File: config.mk
export PLATFORM = sky130hd
export DESIGN_NAME = ppu_bus_arbiter
export DESIGN_NICKNAME = d
export VERILOG_FILES = /design/src/rtl/ppu_bus_arbiter.sv
export SDC_FILE = /design/constraint.sdc
export NUM_CORES = 1
export LEC_CHECK = 0
export CAP_MARGIN = 20
export CORE_MARGIN = 4
export CORE_UTILIZATION = 42
export DETAILED_ROUTE_END_ITERATION = 10
export PLACE_DENSITY = 0.8
export RECOVER_POWER = 100
export SYNTH_ARGS = -nofsm -noshare
export SYNTH_HDL_FRONTEND = slang
export SYNTH_SLANG_ARGS = --single-unit
export TNS_END_PERCENT = 100
File: constraint.sdc
create_clock -name i_clk -period 2.1 [get_ports i_clk]
set_clock_uncertainty 0.1 [all_clocks]
set_input_delay 0.315 -clock i_clk [delete_from_list [all_inputs] [get_ports i_clk]]
set_output_delay 0.315 -clock i_clk [all_outputs]
set_load 0.01 [all_outputs]
File: src/rtl/ppu_bus_arbiter.sv
`default_nettype none
// ============================================================================
// Module   : ppu_bus_arbiter
// Purpose  : Arbitrates the PPU memory-map bus between the render fetch port
//            and the CPU PPUDATA port. Render has priority, and a starvation
//            counter forces a CPU grant after STARVE_LIMIT render grants. Each
//            access holds one active-low enable for ACCESS_CYCLES cycles, then
//            spends one COMPLETE cycle that pulses valid and can re-arbitrate.
// Revision : 1.0 - initial release
// ============================================================================
module ppu_bus_arbiter #(
  parameter int ACCESS_CYCLES = 2,
  parameter int STARVE_LIMIT  = 4
) (
  input  logic        i_clk,
  input  logic        i_reset_n,

  input  logic        i_req_render,
  input  logic [13:0] i_address_render,
  output logic        o_ack_render,
  output logic        o_valid_render,
  output logic [7:0]  o_data_render,

  input  logic        i_req_cpu,
  input  logic        i_rw_cpu,
  input  logic [13:0] i_address_cpu,
  input  logic [7:0]  i_data_cpu,
  output logic        o_ack_cpu,
  output logic        o_valid_cpu,
  output logic [7:0]  o_data_cpu,

  output logic [13:0] o_address_ppu,
  output logic        o_rd_en_ppu_n,
  output logic        o_wr_en_ppu_n,
  output logic [7:0]  o_data_ppu,
  input  logic [7:0]  i_data_ppu
);

  // Index of the final ACCESS cycle and the starvation threshold, sized to
  // the counters that compare against them.
  localparam logic [1:0] c_last_cycle  = 2'(ACCESS_CYCLES - 1);
  localparam logic [3:0] c_starve_max  = 4'(STARVE_LIMIT);

  typedef enum logic [1:0] {
    ST_IDLE     = 2'd0,
    ST_ACCESS   = 2'd1,
    ST_COMPLETE = 2'd2
  } state_t;

  state_t      r_state;
  state_t      w_state_next;

  logic [1:0]  r_cycle;        // cycles already spent in ACCESS
  logic [3:0]  r_starve;       // render grants while the CPU was waiting
  logic        r_owner_cpu;    // current/last access belongs to the CPU port
  logic        r_is_read;      // current/last access is a read
  logic [13:0] r_address;
  logic [7:0]  r_wdata;
  logic [7:0]  r_data_render;
  logic [7:0]  r_data_cpu;

  logic        w_arb;
  logic        w_starved;
  logic        w_grant_cpu;
  logic        w_grant_render;
  logic        w_grant;
  logic        w_last;
  logic        w_in_access;
  logic        w_in_complete;

  // Arbitration: render wins unless the CPU has waited STARVE_LIMIT grants.
  // No grant is issued while reset is held, so the first grant after release
  // lands on the first rising edge with reset high.
  always_comb begin
    w_in_access    = (r_state == ST_ACCESS);
    w_in_complete  = (r_state == ST_COMPLETE);
    w_arb          = i_reset_n & ~w_in_access;
    w_starved      = (r_starve == c_starve_max);
    w_grant_cpu    = w_arb & i_req_cpu & (~i_req_render | w_starved);
    w_grant_render = w_arb & i_req_render & ~w_grant_cpu;
    w_grant        = w_grant_cpu | w_grant_render;
    w_last         = w_in_access & (r_cycle == c_last_cycle);
  end

  // Next-state logic for the IDLE / ACCESS / COMPLETE sequence.
  always_comb begin
    w_state_next = r_state;
    case (r_state)
      ST_IDLE: begin
        if (w_grant) begin
          w_state_next = ST_ACCESS;
        end
      end
      ST_ACCESS: begin
        if (w_last) begin
          w_state_next = ST_COMPLETE;
        end
      end
      ST_COMPLETE: begin
        if (w_grant) begin
          w_state_next = ST_ACCESS;
        end else begin
          w_state_next = ST_IDLE;
        end
      end
      default: begin
        w_state_next = ST_IDLE;
      end
    endcase
  end

  // State register; reset aborts any in-flight access.
  always_ff @(posedge i_clk or negedge i_reset_n) begin
    if (!i_reset_n) begin
      r_state <= ST_IDLE;
    end else begin
      r_state <= w_state_next;
    end
  end

  // ACCESS cycle counter: restarts on every grant, advances until the last cycle.
  always_ff @(posedge i_clk or negedge i_reset_n) begin
    if (!i_reset_n) begin
      r_cycle <= 2'd0;
    end else if (w_grant) begin
      r_cycle <= 2'd0;
    end else if (w_in_access && !w_last) begin
      r_cycle <= r_cycle + 2'd1;
    end
  end

  // Starvation counter: counts render grants while the CPU is asking, clears
  // when the CPU is served or stops asking, and never passes the limit.
  always_ff @(posedge i_clk or negedge i_reset_n) begin
    if (!i_reset_n) begin
      r_starve <= 4'd0;
    end else if (!i_req_cpu || w_grant_cpu) begin
      r_starve <= 4'd0;
    end else if (w_grant_render && !w_starved) begin
      r_starve <= r_starve + 4'd1;
    end
  end

  // Transfer latch: captured on the grant edge so requester changes during
  // ACCESS cannot disturb the bus. Write data only moves on CPU grants, so
  // the memory-map data bus keeps its last value across render reads.
  always_ff @(posedge i_clk or negedge i_reset_n) begin
    if (!i_reset_n) begin
      r_owner_cpu <= 1'b0;
      r_is_read   <= 1'b1;
      r_address   <= 14'd0;
      r_wdata     <= 8'd0;
    end else if (w_grant) begin
      r_owner_cpu <= w_grant_cpu;
      r_is_read   <= w_grant_cpu ? i_rw_cpu : 1'b1;
      r_address   <= w_grant_cpu ? i_address_cpu : i_address_render;
      if (w_grant_cpu) begin
        r_wdata <= i_data_cpu;
      end
    end
  end

  // Read data capture on the last ACCESS cycle into the owner's register.
  always_ff @(posedge i_clk or negedge i_reset_n) begin
    if (!i_reset_n) begin
      r_data_render <= 8'd0;
      r_data_cpu    <= 8'd0;
    end else if (w_last && r_is_read) begin
      if (r_owner_cpu) begin
        r_data_cpu <= i_data_ppu;
      end else begin
        r_data_render <= i_data_ppu;
      end
    end
  end

  // Output decode: exactly one enable low in ACCESS, valid only in COMPLETE.
  always_comb begin
    o_ack_render   = w_grant_render;
    o_ack_cpu      = w_grant_cpu;
    o_rd_en_ppu_n  = ~(w_in_access & r_is_read);
    o_wr_en_ppu_n  = ~(w_in_access & ~r_is_read);
    o_valid_render = w_in_complete & ~r_owner_cpu;
    o_valid_cpu    = w_in_complete & r_owner_cpu;
    o_address_ppu  = r_address;
    o_data_ppu     = r_wdata;
    o_data_render  = r_data_render;
    o_data_cpu     = r_data_cpu;
  end

endmodule
`default_nettype wire

==> reports/metrics.cfg <==
[outcome]
status = finished, final reports clean

[logic_synthesis]
syn_nets = 241
avgSynthCellArea_um2 = 11.4
synth.top_cell.area_share_pct = 54.5
synth_cells = 189
yosysSeqAreaShare_pct = 55.7
synthesis.area_um2 = 2160
ys_ff_latch = 48
ys_warn_count = 0
synth_area_leaders = dfrtp_1 (54%), mux2_2 (13%), o221ai_1 (5.7%)
synth_top_area_cell = dfrtp_1
synth_cell_types = 36

[final_layout]
final_cell_area_um2 = 3260
layout-drive-gt1-share_pct = 16.4
nets = 345
final_cell_mix = clkdlybuf4s50_1 (48), dfrtp_1 (47), dlygate4sd3_1 (41)
syn_to_final_growth_pct = 51.0
final_common_cell = clkdlybuf4s50_1
diodes = 0

[sta]
rsz0062_at_grt = false
fmax_ghz = 0.501
maxSlewViolCount = 0
worst_slew_pin_slew_ns = 0.985
fin_crit_ns = 2.00
setup_violations = 0
relSlewSlack_pct = 34.3
final_hold_viol_count = 0
period_share_pct = 95.1
setup_slack_ns = 0.103

[worst_hold_path]
hold_path.class = flop to flop

[floorplan]
initial_utilization_pct = 44.5
die_w_um = 79.7
coreArea_um2 = 4850
dieArea_um2 = 6350
die_h_um = 79.7
pin_count = 93
fp-row-count = 25

[routing]
routed_wl_mm = 4.94
drcViolationCount = 0
drtIter0Drc = 60
wl_per_cell_um = 13.7
routed-wl-met2_mm = 2.01
met3_length_um = 576
antenna_left = 0
via_per_inst = 4.95
wl_met1_mm = 2.27
vias = 1781
drt_first_pass_iters = 4
dr.max_layer_used = met4

[power]
ir_drop_uv = 604
swShare_pct = 32.6
p_clk_share_pct = 13.1
p_comb_share_pct = 46.7
p_per_area_nw_per_um2 = 1190
internal_power_w = 0.00261
pwr-share-seq_pct = 40.2
power.leakage_nw = 1.43
p_switching_w = 0.00126

[place]
hpwl_mm = 3.85
gp_congestion = 0.800
portBuffers = 92
placed_cell_area_um2 = 3210
pre_cts_slack_ns = -0.109

[global_routing]
grt_antenna_before_repair = 0
grt_util_all_layers_pct = 15.9
grt_pass1_vias = 1706
overflow = 0
grt_pass1_wl_mm = 7.89
grt_max_degree = 42

[clocking]
path_clk_slew_ns = 0.08
cts-root-buf = clkbuf_8
cts_tree = built
clock_sinks = 48
numCtsBuffers = 5
clock_latency_ns = 0.29
h-tree-depth = 2
clk_path_buf_depth = 2
post-cts-setup-buffer-count = 0

[critical_path]
required_ns = 1.68
cp-start-kind = flop
cp.arrival_ns = 1.58
path_class = flop to output pin
cp-end-kind = output pin
critPathMaxFanout = 3

[run]
cap_violations = 0

## through the flow
stage          total power (W)  utilization (%)  TNS [ns]  hold WS [ns]  instances
5_1_grt                0.00416             67.2         0         0.426        360
2_1_floorplan          0.00250                -         0       -0.0806        189
3_5_place_dp           0.00361             66.2    -0.209         0.180        352
3_3_place_gp           0.00356             66.2    -0.146         0.180        352
6_report               0.00387             67.2         0         0.402        360
4_1_cts                0.00412             68.0         0         0.413        360
## per-layer routing
metal	track usage, %	vias to the layer above
met3	6.66	8
met2	23.0	81
met4	5.67	0
met1	21.5	814
li1	-	878
met5	0	-
## final timing paths
| check | from | endpoint | slack (ns) | depth (start not counted) |
|---|---|---|---|---|
| max in group asynchronous | i_reset_n | r_owner_cpu$_DFFE_PN0P_ | 0.51 | 3 |
| max | r_state[0]$_DFFE_PN0P_ | o_valid_render | 0.10 | 3 |
| min reg2reg | o_data_cpu[6]$_DFFE_PN0P_ | o_data_cpu[6]$_DFFE_PN0P_ | 0.40 | 1 |
| min | o_data_cpu[6]$_DFFE_PN0P_ | o_data_cpu[6]$_DFFE_PN0P_ | 0.40 | 1 |
| min in group asynchronous | i_reset_n | o_address_ppu[1]$_DFFE_PN0P_ | 0.44 | 3 |
| max reg2reg | r_state[1]$_DFFE_PN0P_ | o_data_render[5]$_DFFE_PN0P_ | 0.17 | 4 |
## timing repair
item,CTS,global route
gates resized for setup,4,3
cloned,0,0
hold buffers,1,0
pin swaps,0,1
endpoints found under the hold margin,7,0
setup endpoints to repair,3,2
## cell usage after synthesis
cell	number
nand3b_1	2
nand2_1	19
mux2_2	24
o221ai_1	14
inv_2	1
nor2b_1	1
clkbuf_1	2
or3_1	1
nand2b_4	1
dfrtp_1	47
nor2_1	3
a31oi_1	1
o21ai_0	2
nand2_4	1
or2b_1	1
xnor2_1	1
or4_1	1
nor3b_4	1
a21oi_1	3
inv_1	21
clkbuf_2	1
nand4_1	1
dfstp_2	1
and2_2	1
buf_2	5
nand4_2	1
and2b_2	1
a211oi_1	1
a21o_1	2
nand3_1	17
a21oi_2	1
o22a_1	1
nor3_1	1
and2_1	2
ha_1	3
and3_1	3
## area by class of cell
type	instances	area (µm²)
Fill cell	406	1590
Sequential cell	48	1200
Timing Repair Buffer	105	995
Multi-Input combinational cell	111	818
Tap cell	67	83.8
Inverter	22	82.6
Clock buffer	6	72.6
Clock inverter	1	5.00
## power groups by stage
stage               registers, W  clock network [W]  logic [W]
global placement         0.00159                  0    0.00197
finish                   0.00155           0.000507    0.00181
floorplan                0.00177                  0   0.000732
CTS                      0.00158           0.000526    0.00201
global route             0.00162           0.000570    0.00197
detailed placement       0.00160                  0    0.00201
## flip-flops by register name, indices dropped and copies added, names as in the netlist
register / flops
o_data_render: 8
r_state: 2
o_data_ppu: 8
r_owner_cpu: 1
r_starve: 4
r_is_read: 1
o_data_cpu: 8
o_address_ppu: 14
r_cycle: 2
## logic make-up (layout without fill, tap and decap cells)
group                    Yosys count  count (layout)  synth area share (%)
AO/OA/AOI/OAI                     25              25                  8.99
XOR/XNOR                           1               1                 0.406
adder cells (fa/ha/maj)            3               3                  1.74
buffers and inverters             30             134                  5.56
flip-flops                        48              48                  55.7
multiplexers                      24              24                  12.5
AND/OR/NAND/NOR                   58              58                  15.1
## worst max-delay path: stages, from the launching register on
cell           delay [ns]
dfrtp_1              0.42
inv_1                0.10
and3_1               0.15
dlygate4sd3_1        0.62
Note: power is estimated with default switching activity, not from simulation.
